`src/rtl/chan_array_stream_merge.sv`:
```
// chan_array_stream_merge
// Merges NCH independent valid/ready ingress streams into one registered
// output stream. Each channel owns a DEPTH-entry FIFO; a round-robin arbiter
// picks the next non-empty channel whenever the output register can load.
// A synchronous flush clears every FIFO, the output register and the arbiter.
module chan_array_stream_merge #(
   parameter int NCH   = 6,
   parameter int WIDTH = 8,
   parameter int DEPTH = 4
) (
   input  logic                       clk,
   input  logic                       rst_n,
   input  logic                       flush,
   input  logic                       in_valid   [NCH],
   input  logic [WIDTH-1:0]           in_data    [NCH],
   output logic                       in_ready   [NCH],
   output logic                       out_valid,
   output logic [WIDTH-1:0]           out_data,
   output logic [$clog2(NCH)-1:0]     out_chan,
   input  logic                       out_ready,
   output logic [$clog2(DEPTH):0]     fill_level [NCH]
);

   localparam int CW = $clog2(NCH);
   localparam int PW = $clog2(DEPTH);
   localparam int LW = $clog2(DEPTH) + 1;

   // Ingress becomes live one edge after reset release
   logic                 live_q;

   // Per-channel storage and bookkeeping
   logic [WIDTH-1:0]     mem_q     [NCH][DEPTH];
   logic [PW-1:0]        wr_ptr_q  [NCH];
   logic [PW-1:0]        wr_ptr_d  [NCH];
   logic [PW-1:0]        rd_ptr_q  [NCH];
   logic [PW-1:0]        rd_ptr_d  [NCH];
   logic [LW-1:0]        cnt_q     [NCH];
   logic [LW-1:0]        cnt_d     [NCH];
   logic                 push      [NCH];
   logic                 pop       [NCH];

   // Arbitration and output register
   logic                 load_en;
   logic                 grant_vld;
   logic [CW-1:0]        grant_idx;
   logic [WIDTH-1:0]     head_data;
   logic [CW-1:0]        rr_q;
   logic [CW-1:0]        rr_d;
   logic                 out_valid_q;
   logic                 out_valid_d;
   logic [WIDTH-1:0]     out_data_q;
   logic [WIDTH-1:0]     out_data_d;
   logic [CW-1:0]        out_chan_q;
   logic [CW-1:0]        out_chan_d;

   // The output register may take a new word when empty or being drained
   assign load_en = !out_valid_q || out_ready;

   // Accept a word only into a FIFO that is not full right now; a same-cycle
   // pop never opens a slot early, so in_ready depends only on the count
   always_comb begin
      for (int i = 0; i < NCH; i++) begin
         in_ready[i] = live_q && !flush && (cnt_q[i] < LW'(DEPTH));
         push[i]     = in_valid[i] && in_ready[i];
      end
   end

   // Round-robin search starting at rr for the first non-empty FIFO
   always_comb begin
      int idx;
      grant_vld = 1'b0;
      grant_idx = '0;
      idx       = 0;
      for (int k = 0; k < NCH; k++) begin
         idx = int'(rr_q) + k;
         if (idx >= NCH) begin
            idx = idx - NCH;
         end
         if (!grant_vld && (cnt_q[idx] != '0)) begin
            grant_vld = 1'b1;
            grant_idx = CW'(idx);
         end
      end
   end

   // Pop strobe for the granted channel and its head word
   always_comb begin
      head_data = '0;
      for (int i = 0; i < NCH; i++) begin
         pop[i] = load_en && grant_vld && !flush && (grant_idx == CW'(i));
         if (grant_idx == CW'(i)) begin
            head_data = mem_q[i][rd_ptr_q[i]];
         end
      end
   end

   // Per-channel pointer and count next state; flush zeroes everything
   always_comb begin
      for (int i = 0; i < NCH; i++) begin
         wr_ptr_d[i] = wr_ptr_q[i];
         rd_ptr_d[i] = rd_ptr_q[i];
         cnt_d[i]    = cnt_q[i];
         if (flush) begin
            wr_ptr_d[i] = '0;
            rd_ptr_d[i] = '0;
            cnt_d[i]    = '0;
         end else begin
            if (push[i]) begin
               wr_ptr_d[i] = wr_ptr_q[i] + PW'(1);
            end
            if (pop[i]) begin
               rd_ptr_d[i] = rd_ptr_q[i] + PW'(1);
            end
            case ({push[i], pop[i]})
               2'b10:   cnt_d[i] = cnt_q[i] + LW'(1);
               2'b01:   cnt_d[i] = cnt_q[i] - LW'(1);
               default: cnt_d[i] = cnt_q[i];
            endcase
         end
      end
   end

   // Output register and arbiter pointer next state
   always_comb begin
      out_valid_d = out_valid_q;
      out_data_d  = out_data_q;
      out_chan_d  = out_chan_q;
      rr_d        = rr_q;
      if (flush) begin
         out_valid_d = 1'b0;
         rr_d        = '0;
      end else if (load_en) begin
         out_valid_d = grant_vld;
         if (grant_vld) begin
            out_data_d = head_data;
            out_chan_d = grant_idx;
            rr_d       = (grant_idx == CW'(NCH - 1)) ? '0 : grant_idx + CW'(1);
         end
      end
   end

   // Control state: liveness, pointers, counts, output register, arbiter
   always_ff @(posedge clk or negedge rst_n) begin
      if (!rst_n) begin
         live_q      <= 1'b0;
         out_valid_q <= 1'b0;
         out_data_q  <= '0;
         out_chan_q  <= '0;
         rr_q        <= '0;
         for (int i = 0; i < NCH; i++) begin
            wr_ptr_q[i] <= '0;
            rd_ptr_q[i] <= '0;
            cnt_q[i]    <= '0;
         end
      end else begin
         live_q      <= 1'b1;
         out_valid_q <= out_valid_d;
         out_data_q  <= out_data_d;
         out_chan_q  <= out_chan_d;
         rr_q        <= rr_d;
         for (int i = 0; i < NCH; i++) begin
            wr_ptr_q[i] <= wr_ptr_d[i];
            rd_ptr_q[i] <= rd_ptr_d[i];
            cnt_q[i]    <= cnt_d[i];
         end
      end
   end

   // FIFO storage write; payload needs no reset since counts gate its use
   always_ff @(posedge clk) begin
      for (int i = 0; i < NCH; i++) begin
         if (push[i]) begin
            mem_q[i][wr_ptr_q[i]] <= in_data[i];
         end
      end
   end

   // Drive outputs from registered state
   always_comb begin
      out_valid = out_valid_q;
      out_data  = out_data_q;
      out_chan  = out_chan_q;
      for (int i = 0; i < NCH; i++) begin
         fill_level[i] = cnt_q[i];
      end
   end

endmodule

```
`config.mk`:
```
export PLATFORM = sky130hd
export DESIGN_NAME = chan_array_stream_merge
export DESIGN_NICKNAME = d
export VERILOG_FILES = /design/src/rtl/chan_array_stream_merge.sv
export SDC_FILE = /design/constraint.sdc
export NUM_CORES = 1
export LEC_CHECK = 0
export CORE_MARGIN = 2
export CORE_UTILIZATION = 60
export CTS_BUF_LIST = sky130_fd_sc_hd__clkbuf_4
export CTS_CLUSTER_SIZE = 24
export DETAILED_ROUTE_END_ITERATION = 8
export DONT_BUFFER_PORTS = 1
export GPL_ROUTABILITY_DRIVEN = 0
export GPL_TIMING_DRIVEN = 1
export PLACE_DENSITY_LB_ADDON = 0.2
export SYNTH_ARGS = -nofsm -noshare
export SYNTH_HDL_FRONTEND = slang
export SYNTH_SLANG_ARGS = --single-unit
export TNS_END_PERCENT = 30
```
`constraint.sdc`:
```
create_clock -name clk -period 5.25 [get_ports clk]
set_clock_uncertainty 0.1 [all_clocks]
set_input_delay 1.3125 -clock clk [delete_from_list [all_inputs] [get_ports clk]]
set_output_delay 1.3125 -clock clk [all_outputs]
set_load 0.05 [all_outputs]
```
==> flow_metrics.py, run 1 <==
metrics = {
    "synth": {
        "yosysSeqAreaShare_pct": 61.2,
        "ys_async_sr_fraction_pct": 23.2,
        "ys_seq_elements": 250,
        "synthCells": 823,
        "syn_avg_cell_area_um2": 14.3,
        "syn-num-nets": 925,
        "synth-edff-count": 192,
        "synthFlopType": "edfxtp_1",
        "ys_types": 77,
        "synth_area_mm2": 0.0118,
        "ys.warnings.count": 0,
    },
    "timing": {
        "max_freq_ghz": 0.197,
        "whs_ns": 0.218,
        "fin_crit_sh_pct": 96.5,
        "finalHoldViolations": 0,
        "setup_viol": 0,
        "finalMaxSlewViolations": 0,
        "max_slew_margin_pct": 35.3,
        "worst_pin_slew_ns": 0.969,
        "rsz0062_at_grt": "no",
        "fin_crit_ns": 5.07,
    },
    "worst_setup_path": {
        "critPathMaxStageDelay_ns": 0.53,
        "crit_family": "compound AO/OA/AOI/OAI gates",
        "crit_path_end_kind": "flip-flop",
        "required_ns": 5.74,
        "cp.arrival_ns": 5.55,
        "start_kind": "flip-flop",
        "r2r-end": "fill_level[13]",
        "cp_max_fo": 15,
        "setup.worst_path.class": "reg -> reg",
        "cpMaxStageDelayCell": "or3b_2",
        "r2r_start": "rr_q[0]",
        "worstPathCellList": "ha_1, xor2_2, inv_1, ha_1, a211oi_2, o21ai_0, xnor2_1, or3b_2, a221o_1, o21ai_0, a31o_2, inv_2, o211a_2, and3_4, nor2b_1, fa_1, o21ai_0, mux2_1, o31ai_1",
        "timing.reg2reg.setup_slack_ns": 0.18,
        "r2r_cells": 19,
        "cp.buffers_inverters": 2,
        "crit_path_frequent_cell": "o21ai_0",
    },
    "route": {
        "wl_per_cell_um": 21.6,
        "top_layer": "met4",
        "dr.pass1.iters": 6,
        "remaining_drc_errors": 0,
        "antenna_left": 0,
        "route.met3.wl_mm": 2.03,
        "vias_per_cell": 6.02,
        "wl_met1_mm": 10.3,
        "vias": 7173,
        "routed_wirelength_mm": 25.7,
        "drt-initial-drc-count": 561,
        "route.met2.wl_mm": 12.5,
    },
    "status": {
        "status": "finished clean",
    },
    "final_layout": {
        "layout.cells.non_filler": 1192,
        "drive_above_1_share_pct": 22.7,
        "fillerInstances": 1371,
        "fin_util_pct": 67.1,
        "final_common_cell": "edfxtp_1",
        "final_nets": 979,
        "area_growth_pct": 10.3,
        "mostFrequentLayoutCells": "edfxtp_1, clkbuf_4, dfrtp_1, nor2_1",
    },
    "grt": {
        "first_global_vias": 7521,
        "track_usage_pct": 25.8,
        "grt_overflow_total": 0,
        "grt_max_degree": 59,
        "grt_first_pass_wirelength_mm": 40.0,
        "antenna_found_initial": 1,
    },
    "cts": {
        "path_clk_slew_ns": 0.07,
        "clockBufferDepth": 3,
        "cts-root-buf": "clkbuf_4",
        "cts_sinks": 250,
        "clk_latency_ns": 0.69,
        "cts_tree": "yes",
        "numCtsBuffers": 59,
        "htreeDepth": 2,
        "ctsHoldBuffers": 0,
    },
    "die": {
        "die-height_um": 144,
        "core-area_mm2": 0.0194,
        "die_area_mm2": 0.0208,
        "rows": 51,
        "initial_utilization_pct": 60.8,
        "num_io_pins": 94,
        "die_w_um": 144,
    },
    "worst_hold_path": {
        "hp-class": "in -> async",
    },
    "place": {
        "dpl.hpwl_mm": 18.4,
        "placed_cells": 1079,
        "io_buffers": 0,
    },
    "power": {
        "p_leak_uw": 0.00476,
        "powerDensity_mw_per_mm2": 654,
        "vdd_drop_max_mv": 0.455,
    },
    "flow_run": {
        "maxCapViolations": 0,
    },
}
## cell families after synthesis
family | share of synthesized area [%]
compound gates | 6.74
xor+xnor | 2.58
fa+ha+maj | 5.05
buf+inv | 2.62
flops | 61.2
mux | 11.3
other cells | 0.0318
simple gates | 10.6
## cell usage after synthesis, types with 11 or more instances
| cell | count | area share, % |
|---|---|---|
| xor2_1 | 12 | 0.89 |
| o21a_1 | 11 | 0.70 |
| inv_1 | 24 | 0.76 |
| nor2_1 | 53 | 1.7 |
| dfrtp_1 | 58 | 12 |
| ha_1 | 38 | 4.0 |
| nand2_1 | 49 | 1.6 |
| clkbuf_1 | 26 | 0.83 |
| edfxtp_1 | 192 | 49 |
| nor3_1 | 24 | 1.0 |
| and2_1 | 23 | 1.2 |
| xnor2_1 | 20 | 1.5 |
| o21ai_0 | 19 | 0.81 |
| mux2i_1 | 17 | 1.4 |
| mux4_2 | 49 | 9.4 |
| a21oi_1 | 35 | 1.5 |
| nor3b_1 | 14 | 0.89 |
## flip-flops by register name, indices dropped and copies added (netlist names)
name and flops:
out_chan 3, rr_q 3, fill_level 18, wr_ptr_q 12, out_valid 1, out_data 8, live_q 1, mem_q 192
rd_ptr_q 12
## what timing repair did
| action | 4_1_cts | 5_1_grt |
|---|---|---|
| pin swaps | 0 | 2 |
| resized for setup | 1 | 10 |
| endpoints found under the setup margin | 3 | 14 |
| setup buffers | 0 | 2 |
## power breakdown
part	leakage, uW	total, uW	internal (uW)	switching (uW)
Combinational	0.00179	4280	1740	2540
Clock	0.000461	1540	783	758
Sequential	0.00251	2680	2300	388
Total	0.00476	8510	4820	3690
## area by class of cell
type | count | area (um^2) | area share, %
flip-flops and latches | 250 | 7220 | 55.5
diodes | 1 | 2.50 | 0.0192
inverters | 28 | 109 | 0.837
clock inverters | 28 | 146 | 1.12
clock buffers | 82 | 616 | 4.73
well taps | 265 | 332 | 2.55
repair buffers | 37 | 278 | 2.13
multi-input cells | 501 | 4310 | 33.1
## stage by stage
stage | area [um^2] | power, uW | setup TNS (ns) | setup WS (ns)
finish | 13000 | 8510 | 0 | 0.183
global route | 13000 | 9060 | 0 | 0.00330
CTS | 13000 | 8380 | 0 | 0.0121
detailed placement | 12200 | 6820 | -0.0627 | -0.0375
global placement | 12200 | 6690 | 0 | 0.308
floorplan | 11800 | 5850 | 0 | 0.0413
## layer usage
layer / track usage (%) / up-vias
met5: 0 / -
met1: 32.6 / 3584
met2: 41.1 / 271
li1: - / 3255
met3: 7.81 / 63
met4: 12.3 / 0
## worst max path at each step
stage,from,end,slack (ns),cells past startpoint
after floorplan,rr_q[1],fill_level[8],0.04,23
after global placement,rr_q[0],out_data[5],0.31,18
after detailed placement,rr_q[0],fill_level[13],-0.04,19
after CTS,rr_q[0],fill_level[13],0.01,19
after global routing,rr_q[0],fill_level[13],0.003,19
final,rr_q[0],fill_level[13],0.18,19
No activity file was read; power rests on OpenSTA's default activity.
==> run 2: changes to the inputs <==
- CORE_ASPECT_RATIO: default -> 0.75
==> run 2 against run 1 <==
Non-clock buffer count rose by 2. Fmax rose by 0.71%. Clock power barely moved. Sequential share of layout area rose by 0.21 points. Critical endpoint is now fill_level[17]. Largest power group unchanged.
==> flow_metrics.py, run 2 (synthesized netlist as in run 1, its figures left out) <==
metrics = {
    "route": {
        "antenna_left": 0,
        "dr.pass1.iters": 5,
        "wl_per_cell_um": 22.0,
        "routed_wirelength_mm": 25.9,
        "vias": 7171,
        "vias_per_cell": 6.10,
        "remaining_drc_errors": 0,
        "drt-initial-drc-count": 659,
    },
    "grt": {
        "grt_max_degree": 59,
        "first_global_vias": 7384,
        "grt_overflow_total": 0,
        "antenna_found_initial": 0,
        "track_usage_pct": 25.6,
        "grt_first_pass_wirelength_mm": 41.0,
    },
    "final_layout": {
        "layout.cells.non_filler": 1175,
        "mostFrequentLayoutCells": "edfxtp_1, clkbuf_4, dfrtp_1, nor2_1",
        "final_nets": 978,
        "drive_above_1_share_pct": 22.8,
        "fin_util_pct": 67.1,
        "fillerInstances": 1354,
        "largest_reg_flops": 192,
        "antenna_cells": 0,
        "final_cell_area_mm2": 0.0130,
        "area_growth_pct": 9.88,
        "final_common_cell": "edfxtp_1",
    },
    "die": {
        "core-area_mm2": 0.0193,
        "initial_utilization_pct": 61.1,
        "die_area_mm2": 0.0208,
        "die-height_um": 125,
        "rows": 44,
        "num_io_pins": 94,
        "die_w_um": 166,
    },
    "worst_setup_path": {
        "start_kind": "flip-flop",
        "setup.worst_path.class": "reg -> reg",
        "cp.arrival_ns": 5.52,
        "cp_max_fo": 21,
        "r2r-end": "fill_level[17]",
        "crit_path_end_kind": "flip-flop",
        "timing.reg2reg.setup_slack_ns": 0.22,
        "r2r_start": "rr_q[1]",
        "required_ns": 5.74,
        "r2r_cells": 18,
    },
    "power": {
        "vdd_drop_max_mv": 0.482,
        "p_leak_uw": 0.00475,
        "powerDensity_mw_per_mm2": 656,
        "total_power_uw": 8500,
    },
    "cts": {
        "cts_tree": "yes",
        "cts_sinks": 250,
        "cts-root-buf": "clkbuf_4",
        "numCtsBuffers": 56,
        "clockBufferDepth": 3,
        "clk_latency_ns": 0.68,
        "htreeDepth": 2,
        "path_clk_slew_ns": 0.08,
    },
    "place": {
        "placed_area_mm2": 0.0122,
        "placed_cells": 1066,
        "dpl.hpwl_mm": 18.3,
        "io_buffers": 0,
    },
    "timing": {
        "fin_crit_ns": 5.03,
        "max_freq_ghz": 0.199,
        "whs_ns": 0.238,
        "worst_pin_slew_ns": 0.887,
        "setup_viol": 0,
        "max_slew_margin_pct": 40.6,
        "finalHoldViolations": 0,
        "fin_crit_sh_pct": 95.8,
        "finalMaxSlewViolations": 0,
    },
    "flow_run": {
        "maxCapViolations": 0,
    },
    "worst_hold_path": {
        "hp-class": "in -> async",
    },
    "status": {
        "status": "finished clean",
    },
}
## run 2: repair_timing
item / in CTS / in global routing
pin swaps: 0 / 1
gates resized for setup: 2 / 7
hold buffers: 0 / 0
setup buffers: 0 / 5
endpoints found under the hold margin: 0 / 0
endpoints found under the setup margin: 2 / 15
## run 2: per-layer routing
layer	wire length, um	vias up	global-route usage, %
li1	-	3256	-
met3	2450	53	7.88
met4	679	0	8.64
met1	10700	3559	35.2
met5	0	-	0
met2	12100	303	39.6
## run 2: critical path: stages (launching register included)
cell and delay [ns]:
dfrtp_2 0.45, inv_1 0.08, ha_2 0.40, inv_1 0.10, ha_1 0.24, a2111oi_1 0.39
o22ai_1 0.21, mux2_1 0.36, mux2_2 0.29, or2_2 0.34, nor4b_2 0.27, or3_4 0.21
nand2_1 0.07, buf_4 0.24, nand4_1 0.19, inv_1 0.10, fa_1 0.42, or3_1 0.40
nand3_1 0.09
## run 2: layout make-up
| cell class | count | area (um^2) | share of cell area, % |
|---|---|---|---|
| clock inverter | 16 | 70.1 | 0.540 |
| clock buffer | 88 | 661 | 5.10 |
| sequential | 250 | 7220 | 55.7 |
| multi-input combinational | 501 | 4300 | 33.2 |
| inverter | 28 | 105 | 0.811 |
| timing repair buffer | 39 | 293 | 2.26 |
| tap | 253 | 317 | 2.44 |
## run 2: where the power goes
part | internal (uW) | leakage (uW) | switching (uW) | total [uW]
registers | 2300 | 0.00251 | 395 | 2690
logic | 1740 | 0.00180 | 2550 | 4290
clock network | 766 | 0.000445 | 748 | 1510
## run 2: metrics by stage
step                      TNS, ns  setup WS (ns)
final                           0          0.218
after global placement          0          0.248
after global routing       -0.127        -0.0539
after detailed placement        0       0.000670
after CTS                       0         0.0176
after floorplan                 0         0.0413
## run 2: worst max-delay path by stage
| stage | cells after the start | to | from |
|---|---|---|---|
| 6_report | 18 | fill_level[17] | rr_q[1] |
| 5_1_grt | 18 | fill_level[17] | rr_q[1] |
| 4_1_cts | 19 | fill_level[13] | rr_q[0] |
| 3_5_place_dp | 19 | fill_level[13] | rr_q[1] |
| 3_3_place_gp | 19 | fill_level[13] | rr_q[1] |
| 2_1_floorplan | 23 | fill_level[8] | rr_q[1] |
==> run 3: changes to the inputs <==
- SLEW_MARGIN: default -> 10
- clock period: 5.25 -> 4.6 ns (I/O delays scaled with it)
==> run 3 against run 2 <==
Die area did not move. Highest routed layer unchanged. Worst hold slack got worse by 0.18 ns. Setup slack lost 0.12 ns. Sequential power rose by 13%. Critical path type unchanged. Fmax rose by 12%.
==> flow_metrics.py, run 3 (synthesized netlist as in run 1, its figures left out) <==
metrics = {
    "status": {
        "status": "finished clean",
    },
    "place": {
        "dpl.hpwl_mm": 18.9,
        "io_buffers": 0,
        "pre_cts_ws_ns": -0.109,
    },
    "final_layout": {
        "fillerInstances": 1310,
        "largest_reg_flops": 192,
        "drive_above_1_share_pct": 26.6,
        "final_common_cell": "edfxtp_1",
        "multi_input_area_mm2": 0.00448,
        "final_nets": 1001,
        "mostFrequentLayoutCells": "edfxtp_1, clkbuf_4, dfrtp_1, buf_4, nor2_1",
        "area_growth_pct": 12.8,
        "register_area_mm2": 0.00722,
        "fin_util_pct": 68.9,
    },
    "grt": {
        "grt_overflow_total": 0,
        "grt_max_degree": 59,
        "first_global_vias": 7479,
        "antenna_found_initial": 1,
        "track_usage_pct": 25.7,
        "grt_first_pass_wirelength_mm": 41.1,
    },
    "route": {
        "antenna_left": 0,
        "vias_per_cell": 6.08,
        "drt-initial-drc-count": 697,
        "vias": 7288,
        "remaining_drc_errors": 0,
        "wl_per_cell_um": 22.1,
        "routed_wirelength_mm": 26.4,
        "dr.pass1.iters": 5,
    },
    "cts": {
        "cts-root-buf": "clkbuf_4",
        "path_clk_slew_ns": 0.08,
        "clk_latency_ns": 0.69,
        "htreeDepth": 2,
        "cts_sinks": 250,
        "numCtsBuffers": 58,
        "cts_tree": "yes",
        "clockBufferDepth": 3,
    },
    "power": {
        "power.switching_uw": 4420,
        "pwr-share-clk_pct": 16.2,
        "powerDensity_mw_per_mm2": 771,
        "seqPwrFrac_pct": 29.5,
        "p_leak_uw": 0.00488,
        "p_int_uw": 5840,
        "power_frac_comb_pct": 54.3,
        "p_sw_share_pct": 43.1,
        "vdd_drop_max_mv": 0.805,
    },
    "worst_setup_path": {
        "cp_max_fo": 13,
        "cpMaxStageDelayCell": "a2111oi_4",
        "start_kind": "flip-flop",
        "required_ns": 5.01,
        "crit_path_frequent_cell": "mux2_4",
        "worstPathCellList": "clkinvlp_4, buf_4, ha_1, a2111oi_4, o22ai_4, mux2_4, mux2_4, or2_4, nor4b_4, or3_4, nand2_1, nor2_1, ha_2, buf_6, clkinv_4, o21ai_1, nor4_1, a2111o_1",
        "setup.worst_path.class": "reg -> reg",
        "critPathMaxStageDelay_ns": 0.45,
        "crit_path_end_kind": "flip-flop",
        "cp.arrival_ns": 4.92,
    },
    "timing": {
        "fin_ws_ns": 0.0966,
        "max_slew_margin_pct": 55.9,
        "fin_crit_sh_pct": 97.9,
        "finalMaxSlewViolations": 0,
        "setup_viol": 0,
        "worst_pin_slew_ns": 0.656,
        "fin_tns_setup_ns": 0,
        "fin_crit_ns": 4.50,
        "max_freq_ghz": 0.222,
        "finalHoldViolations": 0,
    },
    "worst_hold_path": {
        "hp-class": "in -> async",
    },
    "die": {
        "die-height_um": 125,
        "core-area_mm2": 0.0193,
        "num_io_pins": 94,
        "die_area_mm2": 0.0208,
        "rows": 44,
        "die_w_um": 166,
        "initial_utilization_pct": 61.1,
    },
    "flow_run": {
        "maxCapViolations": 0,
    },
}
-- run 3: critical path: cells and delay by family, from the launching register on --
kind,cells,cell delay [ns]
mux,2,0.60
compound gates,4,1.16
fa+ha+maj,2,0.47
flops,1,0.43
simple gates,6,0.97
buf+inv,4,0.58
-- run 3: power groups by stage --
stage	logic (uW)	registers, uW	clock network (uW)
floorplan	3870	3120	0
global placement	4950	3070	0
detailed placement	5100	3080	0
CTS	5200	3030	1700
global route	6010	3060	1810
finish	5570	3030	1660
-- run 3: path summary, 6_finish.rpt --
kind / from / endpoint / slack [ns] / depth (start not counted)
max: rr_q[1] / out_data[5] / 0.1 / 18
min: rst_n / wr_ptr_q[8] / 0.05 / 0
min reg2reg: wr_ptr_q[3] / wr_ptr_q[3] / 0.48 / 2
max in group asynchronous: rst_n / wr_ptr_q[3] / 4.16 / 0
max reg2reg: rr_q[1] / out_data[5] / 0.1 / 18
min in group clk: flush / rd_ptr_q[8] / 0.43 / 1
-- run 3: cell type report --
| cell class | instances | share of cell area [%] |
|---|---|---|
| repair buffers | 60 | 3.53 |
| clock inverters | 24 | 0.743 |
| multi-input cells | 501 | 33.6 |
| well taps | 253 | 2.38 |
| flip-flops and latches | 250 | 54.2 |
| diodes | 1 | 0.0188 |
| clock buffers | 81 | 4.57 |
| inverters | 28 | 0.893 |
-- run 3: through the flow --
step	cell area, um^2	hold WS (ns)	power, uW	cells
global placement	12400	0.452	8020	1085
finish	13300	0.0533	10300	1198
floorplan	11900	0.438	7000	823
detailed placement	12400	0.470	8180	1085
global route	13300	0.00988	10900	1198
CTS	13200	0.00149	9940	1192
-- run 3: routing by layer --
| layer | wire (um) | track usage (%) | part of all wire (%) | up-vias |
|---|---|---|---|---|
| met1 | 11100 | 35.3 | 42 | 3627 |
| met4 | 670 | 8.64 | 2.5 | 0 |
| met3 | 2520 | 8.71 | 9.5 | 51 |
| li1 | - | - | - | 3314 |
| met5 | 0 | 0 | 0 | - |
| met2 | 12200 | 39.2 | 46 | 296 |
-- run 3: what timing repair did --
| item | in CTS | in global routing |
|---|---|---|
| setup endpoints to repair | 7 | 19 |
| setup buffers | 2 | 5 |
| gates resized for setup | 6 | 24 |
| hold buffers | 0 | 0 |
| pin swaps | 2 | 8 |
